$ cat src/rtl/wbus_arbiter.sv
// Round-robin W-bus arbiter: grants one register-to-register transfer at a time and
// sequences it through DRIVE -> LOAD -> TURN so the bus always gets a dead cycle.
module wbus_arbiter #(
  parameter int unsigned NREQ = 4,
  parameter int unsigned NSRC = 8,
  parameter int unsigned NDST = 8,
  parameter int unsigned SRCW = 3
) (
  input  logic                   iClk,
  input  logic                   iRst_n,
  input  logic [NREQ-1:0]        iReq,
  input  logic [NREQ*SRCW-1:0]   iSrc,
  input  logic [NREQ*NDST-1:0]   iDst,
  output logic [NREQ-1:0]        oGnt,
  output logic [NREQ-1:0]        oDone,
  output logic [NSRC-1:0]        oEn,
  output logic [NDST-1:0]        oLoad,
  output logic                   oBusy
);

  localparam int unsigned PW = (NREQ > 1) ? $clog2(NREQ) : 1;

  typedef enum logic [1:0] {
    StIdle  = 2'd0,
    StDrive = 2'd1,
    StLoad  = 2'd2,
    StTurn  = 2'd3
  } state_e;

  state_e          state_q, state_d;
  logic [PW-1:0]   ptr_q, ptr_d;
  logic [PW-1:0]   win_q, win_d;
  logic [SRCW-1:0] src_q, src_d;
  logic [NDST-1:0] dst_q, dst_d;

  logic [NREQ-1:0] gnt_q, gnt_d;
  logic [NREQ-1:0] done_q, done_d;
  logic [NSRC-1:0] en_q, en_d;
  logic [NDST-1:0] load_q, load_d;
  logic            busy_q, busy_d;

  logic            found;
  logic [PW-1:0]   win;

  // Out-of-range source indices leave every driver off rather than aliasing.
  function automatic logic [NSRC-1:0] src_dec(input logic [SRCW-1:0] s);
    logic [NSRC-1:0] v;
    v = '0;
    for (int unsigned i = 0; i < NSRC; i++) begin
      if (32'(s) == i) v[i] = 1'b1;
    end
    return v;
  endfunction

  // Rotating priority scan starting at ptr_q, wrapping at NREQ.
  always_comb begin
    found = 1'b0;
    win   = '0;
    for (int unsigned i = 0; i < NREQ; i++) begin
      int unsigned k;
      k = 32'(ptr_q) + i;
      if (k >= NREQ) k = k - NREQ;
      if (!found && iReq[PW'(k)]) begin
        found = 1'b1;
        win   = PW'(k);
      end
    end
  end

  always_comb begin
    state_d = state_q;
    ptr_d   = ptr_q;
    win_d   = win_q;
    src_d   = src_q;
    dst_d   = dst_q;
    gnt_d   = '0;
    done_d  = '0;
    en_d    = '0;
    load_d  = '0;

    unique case (state_q)
      StIdle, StTurn: begin
        if (found) begin
          state_d    = StDrive;
          win_d      = win;
          src_d      = iSrc[32'(win)*SRCW +: SRCW];
          dst_d      = iDst[32'(win)*NDST +: NDST];
          ptr_d      = (32'(win) == NREQ - 1) ? '0 : win + PW'(1);
          gnt_d[win] = 1'b1;
          en_d       = src_dec(src_d);
        end else begin
          state_d = StIdle;
        end
      end
      StDrive: begin
        state_d = StLoad;
        en_d    = src_dec(src_q);
        load_d  = dst_q;
      end
      StLoad: begin
        state_d       = StTurn;
        done_d[win_q] = 1'b1;
      end
      default: state_d = StIdle;
    endcase

    busy_d = (state_d != StIdle);
  end

  always_ff @(posedge iClk) begin
    if (!iRst_n) begin
      state_q <= StIdle;
      ptr_q   <= '0;
      win_q   <= '0;
      src_q   <= '0;
      dst_q   <= '0;
      gnt_q   <= '0;
      done_q  <= '0;
      en_q    <= '0;
      load_q  <= '0;
      busy_q  <= 1'b0;
    end else begin
      state_q <= state_d;
      ptr_q   <= ptr_d;
      win_q   <= win_d;
      src_q   <= src_d;
      dst_q   <= dst_d;
      gnt_q   <= gnt_d;
      done_q  <= done_d;
      en_q    <= en_d;
      load_q  <= load_d;
      busy_q  <= busy_d;
    end
  end

  assign oGnt  = gnt_q;
  assign oDone = done_q;
  assign oEn   = en_q;
  assign oLoad = load_q;
  assign oBusy = busy_q;

  // Bus-safety invariants; outputs are registered so they track state_q directly.
  a_en_onehot0:   assert property (@(posedge iClk) $onehot0(oEn));
  a_gnt_onehot0:  assert property (@(posedge iClk) $onehot0(oGnt));
  a_done_onehot0: assert property (@(posedge iClk) $onehot0(oDone));
  a_load_in_load: assert property (@(posedge iClk) (oLoad != '0) |-> (state_q == StLoad));
  a_busy_state:   assert property (@(posedge iClk) oBusy == (state_q != StIdle));

endmodule

$ cat config.mk
export PLATFORM = sky130hd
export DESIGN_NAME = wbus_arbiter
export DESIGN_NICKNAME = d
export VERILOG_FILES = /design/src/rtl/wbus_arbiter.sv
export SDC_FILE = /design/constraint.sdc
export NUM_CORES = 1
export LEC_CHECK = 0
export CORE_AREA = 5 5 54 104
export CTS_CLUSTER_SIZE = 24
export DETAILED_ROUTE_END_ITERATION = 7
export DIE_AREA = 0 0 59 109
export PLACE_DENSITY = 0.84
export RECOVER_POWER = 50
export SYNTH_ARGS = -nofsm -noshare
export SYNTH_HDL_FRONTEND = slang
export SYNTH_SLANG_ARGS = --single-unit
$ cat constraint.sdc
create_clock -name iClk -period 2.8 [get_ports iClk]
set_clock_uncertainty 0.15 [all_clocks]
set_input_delay 0.56 -clock iClk [delete_from_list [all_inputs] [get_ports iClk]]
set_output_delay 0.56 -clock iClk [all_outputs]
set_load 0.03 [all_outputs]
Yosys cells after proc, flatten, opt, wreduce, memory -nomap -nowiden
Index checks and enable logic that the tools add are counted.
{ "op_classes": {"reduce_logical": 17, "shift": 2, "muxes": 45, "addsub": 8, "multipliers": 1, "eq_ne": 18, "n_lt_le_gt_ge": 12} }
{ "op_table": {"columns": ["cell", "n"], "rows": [
  ["$shiftx 32x6->8", 1],
  ["$mux 1", 27],
  ["$eq 3x3->1 const B", 8],
  ["$lt 2x3->1 const B", 6],
  ["$mux 2", 9],
  ["$pmux 8 s2", 1],
  ["$eq 3x2->1 const B", 4],
  ["$shiftx 12x5->3", 1],
  ["$ge 3x3->1 const B", 3],
  ["$bmux 1 s2", 4],
  ["$mux 8", 1],
  ["$sub 2x1->2 const B", 4],
  ["$add 2x2->3 const B", 2],
  ["$eq 2x2->1 const B", 3],
  ["$eq 3x1->1 const B", 2],
  ["$logic_not 3->1", 2],
  ["$pmux 2 s3", 1],
  ["$reduce_and 2->1", 3],
  ["$logic_and 1x1->1", 5],
  ["$demux 1 s2", 2],
  ["$ge 2x1->1 const B", 2],
  ["$mul 2x2->4 const B", 1],
  ["$add 2x1->3 const B", 1],
  ["$ge 2x3->1 const B", 1],
  ["7 further kinds", 9]
]} }
{ "totals": {"input_bits": 50, "wordCells": 113, "reg_bits": 42, "out_inout_bits": 25} }

Depth between registers and ports, before layout
{ "depth": {"depth_word": 20, "depth_mapped": 10, "depth_no_buf": 8} }

Worst setup path after synthesis
No wires, ideal clock.
{ "synth_timing": {"path_type": "input to register", "start": "input port iReq[2]", "end": "register en_q[6], in the netlist oEn[6]", "arrival_time_ps": 2212, "required_time_ps": 2563, "path_buffers": 1, "setup_slack_ps": 351, "setup_time_ps": 87, "cell_stages": 7, "cell_sequence": "nor2b_1 -> or4b_4 -> and2_4 -> buf_6 -> mux2i_1 -> a211o_1 -> o31ai_1"} }
{ "synth_via": {"elab_chain_cells": 18, "elab_cells_between_ends": 28, "classes_between": "1 x mul; 1 x eq/ne; 1 x shift; 19 x mux; 6 x reduce/logical"} }
{ "synth_lines": {"columns": ["item", "line_no", "source"], "rows": [
  ["start, declared", "11", "input logic [NREQ-1:0] iReq,"],
  ["$bmux 1 s2", "63", "if (!found && iReq[PW'(k)]) begin"],
  ["$mux 1 (not written as such)", "63", null],
  ["$mux 1", "63", null],
  ["$logic_not 1->1", "63", null],
  ["$logic_and 1x1->1", "63", null],
  ["$mux 1", "63", null],
  ["$logic_not 1->1", "63", null],
  ["$logic_and 1x1->1", "63", null],
  ["(+2 left out)", null, null],
  ["$logic_and 1x1->1", "63", null],
  ["$mux 2", "63", null],
  ["$mul 2x2->4", "86", "src_d = iSrc[32'(win)*SRCW +: SRCW];"],
  ["$shiftx 12x5->3", "86", null],
  ["$eq 3x3->1", "50", "if (32'(s) == i) v[i] = 1'b1;"],
  ["$mux 1", "50", null],
  ["$mux 8 *", "83", "if (found) begin"],
  ["$pmux 8 s2 *", "81", "unique case (state_q)"],
  ["end signal, assigned", "130", "en_q <= en_d;"],
  ["end, declared", "38", "logic [NSRC-1:0] en_q, en_d;"]
]} }
Mark *: on every way between the ends. The rest lies on a longest branch, timed or not. The select of a mux whose other input is x is not followed.
A chain may end at the register's enable or synchronous reset.

Worst setup path in the final report
Same ends and word-level chain as after synthesis.

==> metrics.txt <==
combinational share of power 0.519; crit end category flip-flop; Slew HR 0.384; Core Rows 36; wl on met1 2.01 mm; Net Count, Synth 278; setup ws final 80.6 ps; Synth Cell Area 1950 um^2; clock latency on the worst-skew pair 300 ps; Via-to-Cell Ratio 5.23; Pwr Density 899 nW/um^2; total CTS buffers 5; clock slew at reported path FFs 80 ps; DP Cell Count 359; Simple-Gate Fraction of Synth Area 0.286; fin crit share 0.971; sequential fraction of the synthesis area 0.430; cell internal pwr 1.55 mW; Post-Route WL 5.11 mm; Synth cell types 40; largest net degree at the start of global routing 28; outcome completed; Switching Fraction 0.415; Yosys Warn Count 0; Crit Path Category in -> reg; H-Tree Level Count 2; CP Launch Type primary input; Least-Margin Pin Slew 924 ps; Final Hold Fails 0; peak supply drop 0.559 mV; Max Fanout on Critical Path 6; initial antenna violation count 0; Req. time, crit path 2870 ps; mux contribution to synthesized area 0.0359; top sig layer met4; Leak 1.32 nW; Seq pwr share 0.329; PortBufs 74; gpl congestion 0.806; Post-Synth XOR/XNOR Area 0; Final min period 2720 ps; ys flop type dfxtp_1; initial cell density of the core 0.409; drt first pass iters 5; ys async rst share 0; switching power 1.10 mW; Finished Cell Area 2950 um^2; WL met3 368 um; Critical-path top delay cell or4b_4; number of synthesized flops with an enable pin 0; Final #Nets 366; layout cell share with drive strength beyond 1 0.116; CP max stage delay 580 ps; Fmax 368 MHz; setup tns final 0 ps; Root Driver clkbuf_8; Synth Area in Compound Gates 0.161; most frequent cells in the layout clkdlybuf4s50_1 (55), dfxtp_1 (42), nand2_1 (40); vias in the first global route 1908; largest family of logic cells by synthesized area simple AND/OR/NAND/NOR gates; final HPWL from detailed placement 4.02 mm; Avg WL per Cell 13.9 um; 1st-iter DRT viols 47; syn avg cell area 8.84 um^2; #FFs+latches synth 42; gr usage total 0.168; grt total ovfl 0; cts hold-fix bufs 0; Critical Path AT 2780 ps; clock sinks 42; Worst Hold Class reg -> reg; Hold WS 319 ps; Ports 75; crit path cell chain clkdlybuf4s50_1 > nor2b_1 > or4b_4 > and2_4 > mux2i_1 > a211o_1 > o31ai_2; die area 6430 um^2; core area 4770 um^2; Max-cap violations 0; Slew Limit Fails 0; drt drc 0; Final Core Density 0.617; post-synthesis adder-cell area fraction 0.0448; number of routed nets with antenna violations 0; final cell count without fillers 367; n_diodes 0; P&R area growth vs syn 50.9%; Die X 59 um; Max Root-Sink Buffers 2; Clock power frac 0.152; Mapped Cells 221; final setup vio count 0; Place WS -218 ps; DR vias 1921; placed cell areas 2840 um^2; fillers 416; commonest non-fill, non-tap cell in the layout clkdlybuf4s50_1; Power Total 2.65 mW; met2 routed WL 2.60 mm; first-pass GRT wire length 8.42 mm; die height 109 um; CTS tree built
registers in the layout, indices dropped and copies added, names as in the netlist:
signal	cells
ptr_q	2
oGnt	4
win_q	2
state_q	2
oDone	4
dst_q	8
oLoad	8
oEn	8
oBusy	1
src_q	3
power groups by stage:
| stage | registers, mW | clock network [mW] | logic, mW |
|---|---|---|---|
| floorplan | 0.966 | 0 | 0.815 |
| global placement | 0.874 | 0 | 1.33 |
| detailed placement | 0.886 | 0 | 1.37 |
| CTS | 0.874 | 0.408 | 1.38 |
| global route | 0.890 | 0.440 | 1.53 |
| finish | 0.871 | 0.403 | 1.38 |
cells in the mapped netlist, types with 2 or more instances:
master      n  area (um^2)
clkbuf_1    7         26.3
nor3b_1     2         15.0
a21oi_1     5         25.0
and3_1     28          175
inv_1       4         15.0
and2_1      2         12.5
nand3_1     9         45.0
nor3_1      2         10.0
o31ai_1    13         97.6
dfxtp_1    42          841
ha_1        7         87.6
a211oi_1    2         15.0
a21boi_0    2         15.0
o2bb2ai_1   3         26.3
mux2i_1     7         70.1
nor2b_1     4         25.0
nor2_1     12         45.0
nand2_1    40          150
nand3b_1    2         15.0
a211oi_2    3         37.5
o21ai_0     6         30.0
critical path: cells and delay by family:
kind	cells	cell delay, ps
multiplexers	1	170
AO/OA/AOI/OAI	2	650
AND/OR/NAND/NOR	3	960
buffers and inverters	1	440
area by class of cell:
type	instances	area (um^2)	share of cell area
clock buffer	5	68.8	0.0233
sequential	42	841	0.285
timing repair buffer	91	865	0.293
multi-input combinational	164	1050	0.355
tap	57	71.3	0.0242
inverter	5	31.3	0.0106
clock inverter	3	25.0	0.00849
final timing paths:
kind             from        to  slack [ps]  depth (start not counted)
max           iReq[2]    oEn[6]          80                          7
min          dst_q[2]  dst_q[2]         320                          2
max reg2reg  ptr_q[0]    oEn[6]         410                          6
min reg2reg  dst_q[2]  dst_q[2]         320                          2
logic make-up (layout without fill, tap and decap cells):
family	after synthesis	in the layout
buffers and inverters	15	104
and+or+nand+nor	108	108
muxes	7	7
DFF	42	42
adders and majority gates	7	7
AOI/OAI and AO/OA	42	42
what timing repair did:
action                                 4_1_cts  5_1_grt
setup endpoints to repair                    0        3
gates resized for setup                      0        3
endpoints found under the hold margin        0        0
setup buffers                                0        0
metal layers:
layer / vias to the layer above / GRT usage
met2: 81 / 0.291
met5: - / 0
met1: 870 / 0.192
met3: 11 / 0.0391
met4: 0 / 0.0713
li1: 959 / -
Note: power is estimated with default switching activity, not from simulation.
